<file path="src/rtl/bam8_shared_mul_arbiter.sv">
// Round-robin front end sharing one 8x8 broken-array approximate multiplier among N_REQ lanes.
// Stage 1 holds the granted operands and ID; stage 2 holds the registered product.
module bam8_shared_mul_arbiter #(
  parameter int N_REQ = 4,
  parameter int ID_W  = $clog2(N_REQ),
  parameter int BAM_H = 1,
  parameter int BAM_V = 11
) (
  input  logic                 clk,
  input  logic                 rst_n,
  input  logic                 en,
  input  logic [N_REQ-1:0]     req_valid,
  output logic [N_REQ-1:0]     req_ready,
  input  logic [8*N_REQ-1:0]   req_a,
  input  logic [8*N_REQ-1:0]   req_b,
  output logic                 rsp_valid,
  input  logic                 rsp_ready,
  output logic [ID_W-1:0]      rsp_id,
  output logic [15:0]          rsp_prod,
  output logic                 busy
);

  logic [7:0] op_a [N_REQ];
  logic [7:0] op_b [N_REQ];

  genvar gi;
  generate
    for (gi = 0; gi < N_REQ; gi++) begin : g_unpack
      assign op_a[gi] = req_a[8*gi +: 8];
      assign op_b[gi] = req_b[8*gi +: 8];
    end
  endgenerate

  // Kept partial products: row j >= BAM_H and weight i+j >= BAM_V.
  function automatic logic [15:0] bam(input logic [7:0] a, input logic [7:0] b);
    logic [15:0] acc;
    acc = '0;
    for (int j = 0; j < 8; j++) begin
      for (int i = 0; i < 8; i++) begin
        if ((i + j >= BAM_V) && (j >= BAM_H)) begin
          acc = acc + ({15'd0, a[i] & b[j]} << (i + j));
        end
      end
    end
    return acc;
  endfunction

  logic            s1_vld_q, s1_vld_d;
  logic [7:0]      s1_a_q, s1_a_d;
  logic [7:0]      s1_b_q, s1_b_d;
  logic [ID_W-1:0] s1_id_q, s1_id_d;
  logic            s2_vld_q, s2_vld_d;
  logic [ID_W-1:0] rsp_id_q, rsp_id_d;
  logic [15:0]     rsp_prod_q, rsp_prod_d;
  logic [ID_W-1:0] rr_ptr_q, rr_ptr_d;

  logic            s2_adv, s1_adv;
  logic            grant_found;
  logic [ID_W-1:0] grant_id;

  assign s2_adv = !s2_vld_q || rsp_ready;
  assign s1_adv = !s1_vld_q || s2_adv;

  // No grant while reset is asserted, so no requester believes it was accepted.
  always_comb begin
    int              idx;
    logic [ID_W-1:0] idx_w;
    grant_found = 1'b0;
    grant_id    = '0;
    req_ready   = '0;
    idx         = 0;
    idx_w       = '0;
    if (rst_n && en && s1_adv) begin
      for (int off = 1; off <= N_REQ; off++) begin
        idx = int'(rr_ptr_q) + off;
        if (idx >= N_REQ) idx = idx - N_REQ;
        idx_w = ID_W'(idx);
        if (!grant_found && req_valid[idx_w]) begin
          grant_found = 1'b1;
          grant_id    = idx_w;
        end
      end
    end
    if (grant_found) req_ready[grant_id] = 1'b1;
  end

  always_comb begin
    s1_vld_d   = s1_vld_q;
    s1_a_d     = s1_a_q;
    s1_b_d     = s1_b_q;
    s1_id_d    = s1_id_q;
    s2_vld_d   = s2_vld_q;
    rsp_id_d   = rsp_id_q;
    rsp_prod_d = rsp_prod_q;
    rr_ptr_d   = rr_ptr_q;
    if (grant_found) begin
      s1_vld_d = 1'b1;
      s1_a_d   = op_a[grant_id];
      s1_b_d   = op_b[grant_id];
      s1_id_d  = grant_id;
      rr_ptr_d = grant_id;
    end else if (s1_adv) begin
      s1_vld_d = 1'b0;
    end
    if (s2_adv) begin
      s2_vld_d   = s1_vld_q;
      rsp_prod_d = bam(s1_a_q, s1_b_q);
      rsp_id_d   = s1_id_q;
    end
  end

  always_ff @(posedge clk) begin
    if (!rst_n) begin
      s1_vld_q   <= 1'b0;
      s1_a_q     <= '0;
      s1_b_q     <= '0;
      s1_id_q    <= '0;
      s2_vld_q   <= 1'b0;
      rsp_id_q   <= '0;
      rsp_prod_q <= '0;
      rr_ptr_q   <= ID_W'(N_REQ - 1);
    end else begin
      s1_vld_q   <= s1_vld_d;
      s1_a_q     <= s1_a_d;
      s1_b_q     <= s1_b_d;
      s1_id_q    <= s1_id_d;
      s2_vld_q   <= s2_vld_d;
      rsp_id_q   <= rsp_id_d;
      rsp_prod_q <= rsp_prod_d;
      rr_ptr_q   <= rr_ptr_d;
    end
  end

  assign rsp_valid = s2_vld_q;
  assign rsp_id    = rsp_id_q;
  assign rsp_prod  = rsp_prod_q;
  assign busy      = s1_vld_q || s2_vld_q;

endmodule
</file>
<file path="config.mk">
export PLATFORM = sky130hd
export DESIGN_NAME = bam8_shared_mul_arbiter
export DESIGN_NICKNAME = d
export VERILOG_FILES = /design/src/rtl/bam8_shared_mul_arbiter.sv
export SDC_FILE = /design/constraint.sdc
export NUM_CORES = 1
export LEC_CHECK = 0
export CORE_UTILIZATION = 41
export CTS_BUF_LIST = sky130_fd_sc_hd__clkbuf_16
export DETAILED_ROUTE_END_ITERATION = 8
export MAX_ROUTING_LAYER = met4
export PLACE_DENSITY = 0.87
export SYNTH_ARGS = -nofsm -noshare
export SYNTH_HDL_FRONTEND = slang
export SYNTH_SLANG_ARGS = --single-unit
</file>
<file path="constraint.sdc">
create_clock -name clk -period 8.4 [get_ports clk]
set_input_delay 2.52 -clock clk [delete_from_list [all_inputs] [get_ports clk]]
set_output_delay 2.52 -clock clk [all_outputs]
set_load 0.02 [all_outputs]
</file>
# Yosys cells after proc, flatten, opt, wreduce, memory -nomap -nowiden
# Cells that the tools add are included.
# classes
n_bitwise,11
n_reduce_logical,15
add_sub_neg,17
n_lt_le_gt_ge,11
mux,49
# op_table
cell,n
2-to-1 mux 16 bit,9
adder 16 x 12 -> 16 bit,3
adder 16 x 13 -> 16 bit,3
adder 16 x 14 -> 16 bit,2
binary-select mux 8 bit (select 2 bit),2
2-to-1 mux 8 bit,4
2-to-1 mux 2 bit,13
adder 16 x 15 -> 16 bit,1
< comparator 2 x 3 -> 1 bit (second input constant),5
2-to-1 mux 1 bit,15
greater-or-equal comparator 3 bit (second input constant),4
bitwise AND 1 bit,10
binary-select mux 1 bit (select 2 bit),4
subtractor 2 x 1 -> 2 bit (second input constant),4
adder 2 x 2 -> 3 bit (second input constant),2
logical AND 1 bit,6
zero test 1 bit,5
adder 2 x 3 -> 4 bit (second input constant),1
greater-or-equal comparator 4 x 3 -> 1 bit (second input constant),1
2-to-1 mux 4 bit,1
adder 2 x 1 -> 3 bit (second input constant),1
logical OR 1 bit,3
inverter 2 -> 3 bit,1
demux 1 bit (select 2 bit),1
other kinds (2),2
# word_totals
register_bits,40
out_inout_bits,24
word_cells,111
input_bits,72

# Longest topological paths before layout
# Gate-level depths: netlist of run 1.
# depth
word_depth,26
depth_mapped,20

# Least setup slack after synthesis of run 1
# OpenSTA, ideal clock, no wires.
# synth_timing
path_type,input port to output port
from,in req_valid[1]
to,out req_ready[2]
stages,4
t_required_ns,5.880
path_slack_ns,1.995
arrival_ns,3.885
cell_sequence,o21a_1 -> o21ai_1 -> nand2_2 -> nor4_1
# synth_between
elab_chain_cells,21
# synth_lines
element,line,source
from (decl),12,"input logic [N_REQ-1:0] req_valid,"
binary-select mux 1 bit (select 2 bit),78,if (!grant_found && req_valid[idx_w]) begin
2-to-1 mux 1 bit (not written as such),78,
2-to-1 mux 1 bit,78,
2-to-1 mux 1 bit,73,if (rst_n && en && s1_adv) begin
zero test 1 bit,78,
logical AND 1 bit,78,
2-to-1 mux 1 bit,78,
2-to-1 mux 1 bit,73,
[... 5 more ...],--,
logical AND 1 bit,78,
2-to-1 mux 2 bit,78,
2-to-1 mux 2 bit,73,
< comparator 2 x 3 -> 1 bit (not written as such) or greater-or-equal comparator 2 x 1 -> 1 bit (tied branches),84,if (grant_found) req_ready[grant_id] = 1'b1;
logical AND 1 bit (not written as such),84,
2-to-1 mux 1 bit (not written as such),84,
demux 1 bit (select 2 bit),84,
2-to-1 mux 4 bit (*),84,
to (decl),13,"output logic [N_REQ-1:0] req_ready,"
# Every way passes the cells marked *; elsewhere a longest branch is shown, timed or not. The select of a mux whose other input is x is not followed.

# Worst setup path after layout of run 1
# layout_timing
from,in rst_n
to,out req_ready[0]
# layout_between
elab_chain_cells,8
# layout_lines
element,line,source
from (decl),10,"input logic rst_n,"
logical AND 1 bit (*) (2 in a row),73,
2-to-1 mux 2 bit,73,
< comparator 2 x 3 -> 1 bit (not written as such) or greater-or-equal comparator 2 x 1 -> 1 bit (tied branches),84,
logical AND 1 bit (not written as such),84,
2-to-1 mux 1 bit (not written as such),84,
demux 1 bit (select 2 bit),84,
2-to-1 mux 4 bit (*),84,
# Every way passes the cells marked *; elsewhere a longest branch is shown, timed or not.

==> results of run 1 <==
placed cells by master, fill, tap and decap left out, drive strengths merged, types with 2 or more instances in the layout:
cell and count:
inv 6, a22oi 9, xor2 4, xnor2 3
clkdlybuf4s50 52, nor2 3, nor2b 2, and3 2
mux2i 9, a21boi 8, nand3 6, nand4 8
clkbuf 3, dfxtp 21, o211ai 8, ha 14
and2 13, o21a 2, a31oi 2, o21ai 4
nand2 19, o22ai 2, conb 11, nand2b 5
final cells by class:
class                      instances  area share
tap                               48     0.02748
timing repair buffer              53      0.2416
multi-input combinational        147      0.4917
clock buffer                       3     0.03434
inverter                           6     0.01030
sequential                        21      0.1923
clock inverter                     1    0.002290
routing by layer:
metal / part of all wire / global-route usage / up-vias / wire length [um]
li1: - / - / 738 / -
met1: 0.43 / 0.2312 / 685 / 1606
met2: 0.51 / 0.3568 / 41 / 1912
met3: 0.049 / 0.03521 / 4 / 183
met4: 0.0083 / 0.04722 / 0 / 31
met5: 0 / - / - / 0
critical path: stages:
cell             delay [ns]
clkdlybuf4s50_1        0.70
and2_1                 0.22
nand3_2                0.14
a2111oi_4              0.68
clkdlybuf4s50_1        0.73
worst min path at each step:
stage                              end  slack [ns]  depth (start not counted)
after global placement    rsp_prod[14]        0.46                          2
after CTS                 rsp_prod[14]        0.46                          2
final                     rsp_prod[14]        0.46                          2
after detailed placement  rsp_prod[14]        0.46                          2
after global routing      rsp_prod[13]        0.49                          2
after floorplan             s1_id_q[0]        0.44                          1
through the flow:
step                power [uW]  setup WS, ns  area (um^2)  hold slack (ns)
floorplan                175.2         1.995         1652           0.4420
global placement         204.1        0.8969         2106           0.4559
detailed placement       205.9        0.8957         2106           0.4567
CTS                      305.2        0.8962         2186           0.4646
global route             320.6        0.6959         2186           0.4888
finish                   305.7        0.8830         2186           0.4618
synthesized netlist by cell type (2+ instances only):
cell	n	area (um^2)
a21boi_0	8	60.06
mux2i_1	9	90.09
and2_1	13	81.33
dfxtp_1	21	420.4
a31oi_1	2	12.51
nand2b_1	5	31.28
nor2b_1	2	12.51
nand4_1	8	50.05
o21ai_0	3	15.01
xnor2_1	3	26.28
o21a_1	2	15.01
ha_1	14	175.2
clkbuf_1	3	11.26
a22oi_1	9	67.56
nand2_1	18	67.56
nor2_1	3	11.26
buf_4	12	90.09
xor2_1	4	35.03
nand3_1	5	25.02
buf_2	2	10.01
o211ai_1	8	60.06
inv_1	6	22.52
and3_1	2	12.51
registers in the layout, summed over array words and instances, names as in the netlist:
register / count
s1_vld_q: 1
s1_b_q: 4
rsp_prod: 5
rsp_id: 2
rsp_valid: 1
s1_a_q: 4
s1_id_q: 2
rr_ptr_q: 2
logic make-up (layout without fill, tap and decap cells):
kind of cell,count (synthesis),count (layout),synth area share
buf+inv,25,63,0.09922
other cells,1,11,0.002323
xor+xnor,8,8,0.05194
mux,9,9,0.05582
fa+ha+maj,15,15,0.1209
compound gates,40,40,0.1922
flops,21,21,0.2605
simple gates,64,64,0.2171
power groups by stage:
stage                     logic, uW  registers [uW]  clock network, uW
after global placement         83.5             121                  0
after CTS                      85.9             119                101
final                          85.8             119                101
after global routing           94.4             120                106
after detailed placement       85.2             121                  0
after floorplan                54.2             121                  0
==> run_results.csv, run 1 <==
group,metric,value,unit
outcome,outcome,"finished, final reports clean",
worst_setup_path,critical_path_arrival,5.00,ns
clocking,cts_resized,0,
place,io_buffer_count,52,
die,fp.coreArea,3716,um^2
worst_setup_path,r2r-end,"rsp_prod[15]",
global_routing,grt_usage,0.2003,
global_routing,grt_pass1_vias,1462,
clocking,clk_latency,0.25,ns
synthesis,avgSynthCellArea,8.820,um^2
worst_setup_path,worst_ep_required_time,5.88,ns
die,fp.dieArea,4192,um^2
worst_setup_path,r2r_start,"s1_a_q[7]",
clocking,clockBufferDepth,2,
cells_and_area,fin_util,0.5882,
timing,rsz0062_at_grt,"false",
timing,maxSlewHeadroom,0.3682,
global_routing,antenna_found_initial,0,
run,drv_cap,0,
cells_and_area,drive_gt1_frac,0.04762,
worst_setup_path,crit_fanout,13,
timing,fmax,133.0,MHz
clocking,hold_buffers,0,
hold_path,hp-start,"rsp_prod[14]",
die,initial_utilization,0.4343,
worst_setup_path,crit_end,"req_ready[0]",
route,post-route-drc-count,0,
synthesis,synthArstFlopShare,0,
clocking,clk_pin_slew,0.06,ns
synthesis,synth_cell_types,44,
synthesis,synthesis.area,1614,um^2
power,power_frac_seq,0.389,
route,antenna_left,0,
worst_setup_path,startpoint,"rst_n",
power,swShare,0.2896,
timing,period_needed,7.517,ns
route,routed_wl,3.733,mm
cells_and_area,area_growth,35.43,%
timing,skew,0.002652,ns
cells_and_area,layout.cells.non_filler,279,
power,p_comb_frac,0.281,
synthesis,ys_dominant_reg_cell,"dfxtp_1",
worst_setup_path,r2r_cells,20,
power,p_clk_frac,0.330,
cells_and_area,num-fill-cells,339,
timing,worst_slew_pin_slew,0.9470,ns
timing,setup_viol,0,
global_routing,overflow,0,
synthesis,synth_enable_flop_cells,0,
place,place_inst,275,
clocking,root_buffer,"clkbuf_16",
power,p_sw,88.53,uW
route,vias,1468,
die,dieWidth,64.75,um
place,dpl.hpwl,2.938,mm
route,firstDrtPassIters,4,
cells_and_area,regArea,420.4,um^2
synthesis,yosysWarnings,0,
cells_and_area,multiInputGateArea,1075,um^2
synthesis,ys_seq_elements,21,
clocking,cts_tree,"done",
power,internal_power,217.1,uW
timing,setup_tns,0,ns
worst_setup_path,cp-end-kind,"primary output",
clocking,numClockSinks,21,
global_routing,grt_pass1_wl,6.375,mm
synthesis,synth_cells,183,
power,p_per_area,139.8,nW/um^2
route,drtIter0Drc,19,
clocking,numCtsBuffers,3,
cells_and_area,nets,319,
synthesis,yosysSeqAreaShare,0.2605,
place,place.gp.congestion,0.8505,
die,io_pins,96,
worst_setup_path,start_kind,"input port",
clocking,htreeDepth,1,
worst_setup_path,r2r_slack,3.95,ns
clocking,post_cts_buffers,0,
cells_and_area,antenna_cells,0,
timing,min_period_over_period,0.8949,
power,p_leak,0.0009165,uW
route,vias_per_cell,5.262,
hold_path,hp-class,"flip-flop to flip-flop",
power,vdd_drop_max,0.00009114,V
die,std_cell_rows,22,
worst_setup_path,path_class,"input port to primary output",
die,die_y,64.75,um
route,wl_per_cell,13.38,um
timing,maxSlewViolCount,0,
global_routing,grt_max_degree,19,
timing,final_hold_viol_count,0,
(Power assumes the default switching activity.)
==> run 2, diff against run 1 <==
--- a/config.mk
+++ b/config.mk
@@ -10,6 +10,7 @@
 export DETAILED_ROUTE_END_ITERATION = 8
 export MAX_ROUTING_LAYER = met4
 export PLACE_DENSITY = 0.87
+export SLEW_MARGIN = 20
 export SYNTH_ARGS = -nofsm -noshare
 export SYNTH_HDL_FRONTEND = slang
 export SYNTH_SLANG_ARGS = --single-unit
==> constraint.sdc (replaced) <==
create_clock -name clk -period 8.4 [get_ports clk]
set_input_delay 1.68 -clock clk [delete_from_list [all_inputs] [get_ports clk]]
set_output_delay 1.68 -clock clk [all_outputs]
set_load 0.02 [all_outputs]
==> run 2 against run 1 <==
- sequential share of layout area rose by 0.077 points
- non-clock buffer count fell by 1
- setup slack improved by 1.7 ns
- largest power group unchanged
- hold slack got worse by 0.0016 ns
- combinational power fell by 1%
- cell area fell by 0.40%
- critical path depth rose by 1
- cell count fell by 0.36%
- utilization fell by 0.24 points
==> run_results.csv, run 2 (same netlist as run 1, synthesis figures left out) <==
group,metric,value,unit
run,drv_cap,0,
power,p_clk_frac,0.328,
route,firstDrtPassIters,6,
route,post-route-drc-count,0,
route,vias_per_cell,5.209,
route,drtIter0Drc,46,
power,p_leak,0.0009137,uW
hold_path,holdPathStages,2,
worst_setup_path,critical_path_arrival,4.17,ns
clocking,numClockSinks,21,
timing,maxSlewViolCount,0,
hold_path,hp-class,"flip-flop to flip-flop",
die,fp.coreArea,3716,um^2
power,swShare,0.2842,
place,dpl.hpwl,2.906,mm
clocking,root_buffer,"clkbuf_16",
place,place.gp.congestion,0.8368,
timing,rsz0062_at_grt,"false",
die,die_y,64.75,um
global_routing,grt_pass1_wl,6.210,mm
cells_and_area,nets,318,
global_routing,overflow,0,
cells_and_area,largest_reg_flops,5,
worst_setup_path,r2r_cells,20,
clocking,hold_buffers,0,
timing,skew,0.004745,ns
clocking,post_cts_buffers,0,
timing,worst_slew_pin_slew,0.9314,ns
cells_and_area,multiInputGateArea,1075,um^2
cells_and_area,regArea,420.4,um^2
worst_setup_path,worst_ep_required_time,6.72,ns
outcome,outcome,"finished, final reports clean",
power,vdd_drop_max,0.00008417,V
route,antenna_left,0,
global_routing,grt_max_degree,19,
timing,fmax,171.0,MHz
cells_and_area,final_cell_mix,"clkdlybuf4s50_1, dfxtp_1, nand2_1",
die,initial_utilization,0.4343,
timing,setup_viol,0,
global_routing,antenna_found_initial,0,
timing,period_needed,5.850,ns
global_routing,grtUsageMet1,0.2183,
worst_setup_path,cp-end-kind,"primary output",
cells_and_area,final_area,2177,um^2
power,p_comb_frac,0.280,
global_routing,grt_use_met3,0.03345,
timing,maxSlewHeadroom,0.3787,
worst_setup_path,start_kind,"input port",
clocking,cts_resized,0,
worst_setup_path,r2r_start,"s1_a_q[7]",
die,dieWidth,64.75,um
cells_and_area,area_growth,34.88,%
die,io_pins,96,
route,vias,1448,
route,routed_wl,3.660,mm
worst_setup_path,crit_fanout,13,
die,fp.dieArea,4192,um^2
cells_and_area,final_common_cell,"clkdlybuf4s50_1",
power,p_sw,85.86,uW
clocking,htreeDepth,1,
worst_setup_path,startpoint,"rst_n",
hold_path,hp-start,"rsp_prod[14]",
timing,final_hold_viol_count,0,
timing,setup_tns,0,ns
cells_and_area,antenna_cells,0,
cells_and_area,num-fill-cells,328,
clocking,clk_pin_slew,0.05,ns
global_routing,top_usage_layer,"met2",
die,std_cell_rows,22,
power,power_frac_seq,0.392,
power,internal_power,216.2,uW
clocking,cts_tree,"done",
clocking,clk_latency,0.25,ns
cells_and_area,fin_util,0.5859,
cells_and_area,layout.cells.non_filler,278,
global_routing,grt_usage,0.1950,
place,post_dp_cell_area,2098,um^2
cells_and_area,drive_gt1_frac,0.03913,
timing,min_period_over_period,0.6964,
global_routing,grt_pass1_vias,1407,
power,p_per_area,138.8,nW/um^2
place,place_inst,274,
clocking,clockBufferDepth,2,
clocking,numCtsBuffers,3,
global_routing,grtUsageMet2,0.3581,
worst_setup_path,path_class,"input port to primary output",
route,wl_per_cell,13.17,um
timing,whs,0.4602,ns
place,io_buffer_count,52,
## run 2: cell count changes in the layout (fill, tap and decap cells not counted)
cell,before,now
buf_4,1,0
clkinv_2,1,0
inv_1,6,7
## run 2: power by group through the flow
stage / clock (uW) / combinational [uW] / sequential [uW]
finish: 99.0 / 84.7 / 118
detailed placement: 0 / 84.5 / 120
CTS: 99.4 / 85.5 / 118
global placement: 0 / 83.1 / 121
floorplan: 0 / 54.2 / 121
global route: 104 / 93.4 / 120
## run 2: worst max-delay path, cell delays in order
cell and delay (ns):
clkdlybuf4s50_1 0.70, and2_1 0.22, and2_1 0.35, nand3_1 0.40, nor2_1 0.19, clkdlybuf4s50_1 0.62
## run 2: per-stage QoR
| step | total power (uW) | worst slack, ns |
|---|---|---|
| after floorplan | 175.2 | 3.675 |
| after global placement | 203.7 | 2.505 |
| after detailed placement | 204.8 | 2.546 |
| after CTS | 303.2 | 2.523 |
| after global routing | 317.7 | 2.338 |
| final | 302.1 | 2.550 |
## run 2: final cells by class
type,count,share of cell area
flip-flops and latches,21,0.1931
inverters,6,0.01034
multi-input cells,147,0.4937
clock inverters,1,0.001724
clock buffers,3,0.03448
well taps,48,0.02759
repair buffers,52,0.2391
## run 2: metal layers
layer,vias to the layer above,wire (um)
met2,44,1903
met4,0,29
met5,-,0
li1,733,-
met1,667,1551
met3,4,176
## run 2: final timing paths
path	to	slack, ns
worst min register to register	rsp_prod[14]	0.46
worst min-delay path	rsp_prod[14]	0.46
worst max-delay path	req_ready[3]	2.55
worst max register to register	rsp_prod[15]	3.87
==> run 3, diff against run 2 <==
--- a/config.mk
+++ b/config.mk
@@ -5,11 +5,11 @@
 export SDC_FILE = /design/constraint.sdc
 export NUM_CORES = 1
 export LEC_CHECK = 0
-export CORE_UTILIZATION = 41
+export CORE_UTILIZATION = 38
 export CTS_BUF_LIST = sky130_fd_sc_hd__clkbuf_16
 export DETAILED_ROUTE_END_ITERATION = 8
 export MAX_ROUTING_LAYER = met4
-export PLACE_DENSITY = 0.87
+export PLACE_DENSITY = 0.81
 export SLEW_MARGIN = 20
 export SYNTH_ARGS = -nofsm -noshare
 export SYNTH_HDL_FRONTEND = slang
==> constraint.sdc (replaced) <==
create_clock -name clk -period 5.52 [get_ports clk]
set_input_delay 1.104 -clock clk [delete_from_list [all_inputs] [get_ports clk]]
set_output_delay 1.104 -clock clk [all_outputs]
set_load 0.02 [all_outputs]
==> run 3 against run 2 <==
- die area rose by 7.6%
- wire length rose by 0.16%
- non-clock buffer count rose by 3
- setup slack got worse by 1.5 ns
- cell area rose by 1.0%
- combinational power rose by 55%
- first-iteration DRC count rose by 28%
- cell count rose by 1.8%
- sequential power rose by 53%
- critical path depth did not move
- via count rose by 1.5%
- sequential cell count did not move
==> run_results.csv, run 3 (same netlist as run 1, synthesis figures left out) <==
group,metric,value,unit
outcome,outcome,"finished, final reports clean",
route,wl_per_cell,12.95,um
global_routing,overflow,0,
clocking,clk_pin_slew,0.05,ns
timing,skew,0.001773,ns
clocking,cts_tree,"done",
place,pre_cts_ws,1.050,ns
run,drv_cap,0,
timing,period_needed,4.513,ns
global_routing,grt_usage,0.1876,
worst_setup_path,crit_chain,"clkdlybuf4s50_1 -> nand2_1 -> a31oi_1 -> nand2_2 -> nor4_1 -> clkdlybuf4s50_1",
route,vias_per_cell,5.191,
worst_setup_path,crit_path_frequent_cell,"clkdlybuf4s50_1",
worst_setup_path,cp-end-kind,"primary output",
timing,setup_viol,0,
die,initial_utilization,0.4006,
cells_and_area,nets,321,
route,firstDrtPassIters,4,
timing,fmax,221.6,MHz
cells_and_area,num-fill-cells,365,
power,vdd_drop_max,0.0001396,V
global_routing,antenna_found_initial,0,
worst_setup_path,crit_fanout,10,
cells_and_area,largest_reg_flops,5,
power,finalPower,462.3,uW
clocking,hold_buffers,0,
clocking,root_buffer,"clkbuf_16",
clocking,htreeDepth,1,
cells_and_area,final_area,2200,um^2
power,p_per_area,210.2,nW/um^2
place,io_buffer_count,52,
timing,final_hold_viol_count,0,
place,place.gp.congestion,0.8227,
die,fp.coreArea,4029,um^2
global_routing,grt_pass1_wl,6.313,mm
timing,min_period_over_period,0.8175,
route,post-route-drc-count,0,
timing,setup_tns,0,ns
route,routed_wl,3.666,mm
worst_setup_path,worst_ep_required_time,4.42,ns
die,dieWidth,67.17,um
clocking,numClockSinks,21,
global_routing,grt_max_degree,18,
worst_setup_path,critPathTopFamily,"buffers and inverters",
worst_setup_path,path_buf_inv,2,
cells_and_area,regArea,420.4,um^2
die,fp.dieArea,4512,um^2
route,vias,1469,
cells_and_area,drive_gt1_frac,0.05150,
timing,rsz0062_at_grt,"false",
worst_setup_path,worst_path_max_delay_cell,"clkdlybuf4s50_1",
route,antenna_left,0,
die,std_cell_rows,23,
cells_and_area,final_cell_mix,"clkdlybuf4s50_1, dfxtp_1, nand2_1",
cells_and_area,fin_util,0.5460,
place,dpl.hpwl,2.871,mm
worst_setup_path,max_stage_delay,0.66,ns
place,post_dp_cell_area,2120,um^2
timing,setup_ws,1.007,ns
cells_and_area,final_common_cell,"clkdlybuf4s50_1",
clocking,cts_resized,0,
global_routing,grt_pass1_vias,1439,
clocking,numCtsBuffers,3,
worst_setup_path,critical_path_arrival,3.41,ns
power,p_leak,0.0009237,uW
cells_and_area,multiInputGateArea,1071,um^2
worst_setup_path,path_class,"input port to primary output",
die,die_y,67.17,um
timing,maxSlewViolCount,0,
hold_path,hp-class,"flip-flop to flip-flop",
clocking,post_cts_buffers,0,
route,drtIter0Drc,59,
cells_and_area,area_growth,36.28,%
clocking,clk_latency,0.25,ns
die,io_pins,96,
worst_setup_path,start_kind,"input port",
clocking,clockBufferDepth,2,
cells_and_area,antenna_cells,0,
==> run 3: worst paths after layout <==
kind / endpoint / start / depth (start not counted) / slack (ns)
max reg2reg: rsp_prod[15] / s1_a_q[7] / 20 / 1.10
min: rsp_prod[13] / rsp_prod[13] / 2 / 0.46
min reg2reg: rsp_prod[13] / rsp_prod[13] / 2 / 0.46
max: req_ready[2] / req_valid[3] / 6 / 1.01
==> run 3: power by group <==
part           total [uW]  internal (uW)  switching (uW)
Sequential            181            168            13.6
Combinational         131           66.4            64.2
Clock                 150           97.1            53.1
==> run 3: tightest hold or removal path, cell delays in order (launching register included) <==
cell,delay [ns]
dfxtp_1,0.31
nand2_1,0.05
a21boi_0,0.06
==> run 3: metal layers <==
metal / vias to the layer above / part of all wire / wire [um] / track usage
met5: - / 0 / 0 / -
met4: 0 / 0.012 / 43 / 0.04521
met3: 6 / 0.043 / 159 / 0.02703
met2: 45 / 0.51 / 1872 / 0.3413
met1: 684 / 0.43 / 1590 / 0.2140
li1: 734 / - / - / -
==> run 3: stage by stage <==
stage / hold slack (ns) / std cells
3_5_place_dp: 0.4594 / 279
5_1_grt: 0.4942 / 283
3_3_place_gp: 0.4560 / 279
2_1_floorplan: 0.4420 / 193
6_report: 0.4612 / 283
4_1_cts: 0.4672 / 283
==> run 3: area by class of cell <==
cell class,instances,area share
timing repair buffer,55,0.2469
clock inverter,1,0.002275
sequential,21,0.1911
tap,50,0.02844
clock buffer,3,0.03413
inverter,6,0.01024
multi-input combinational,147,0.4869
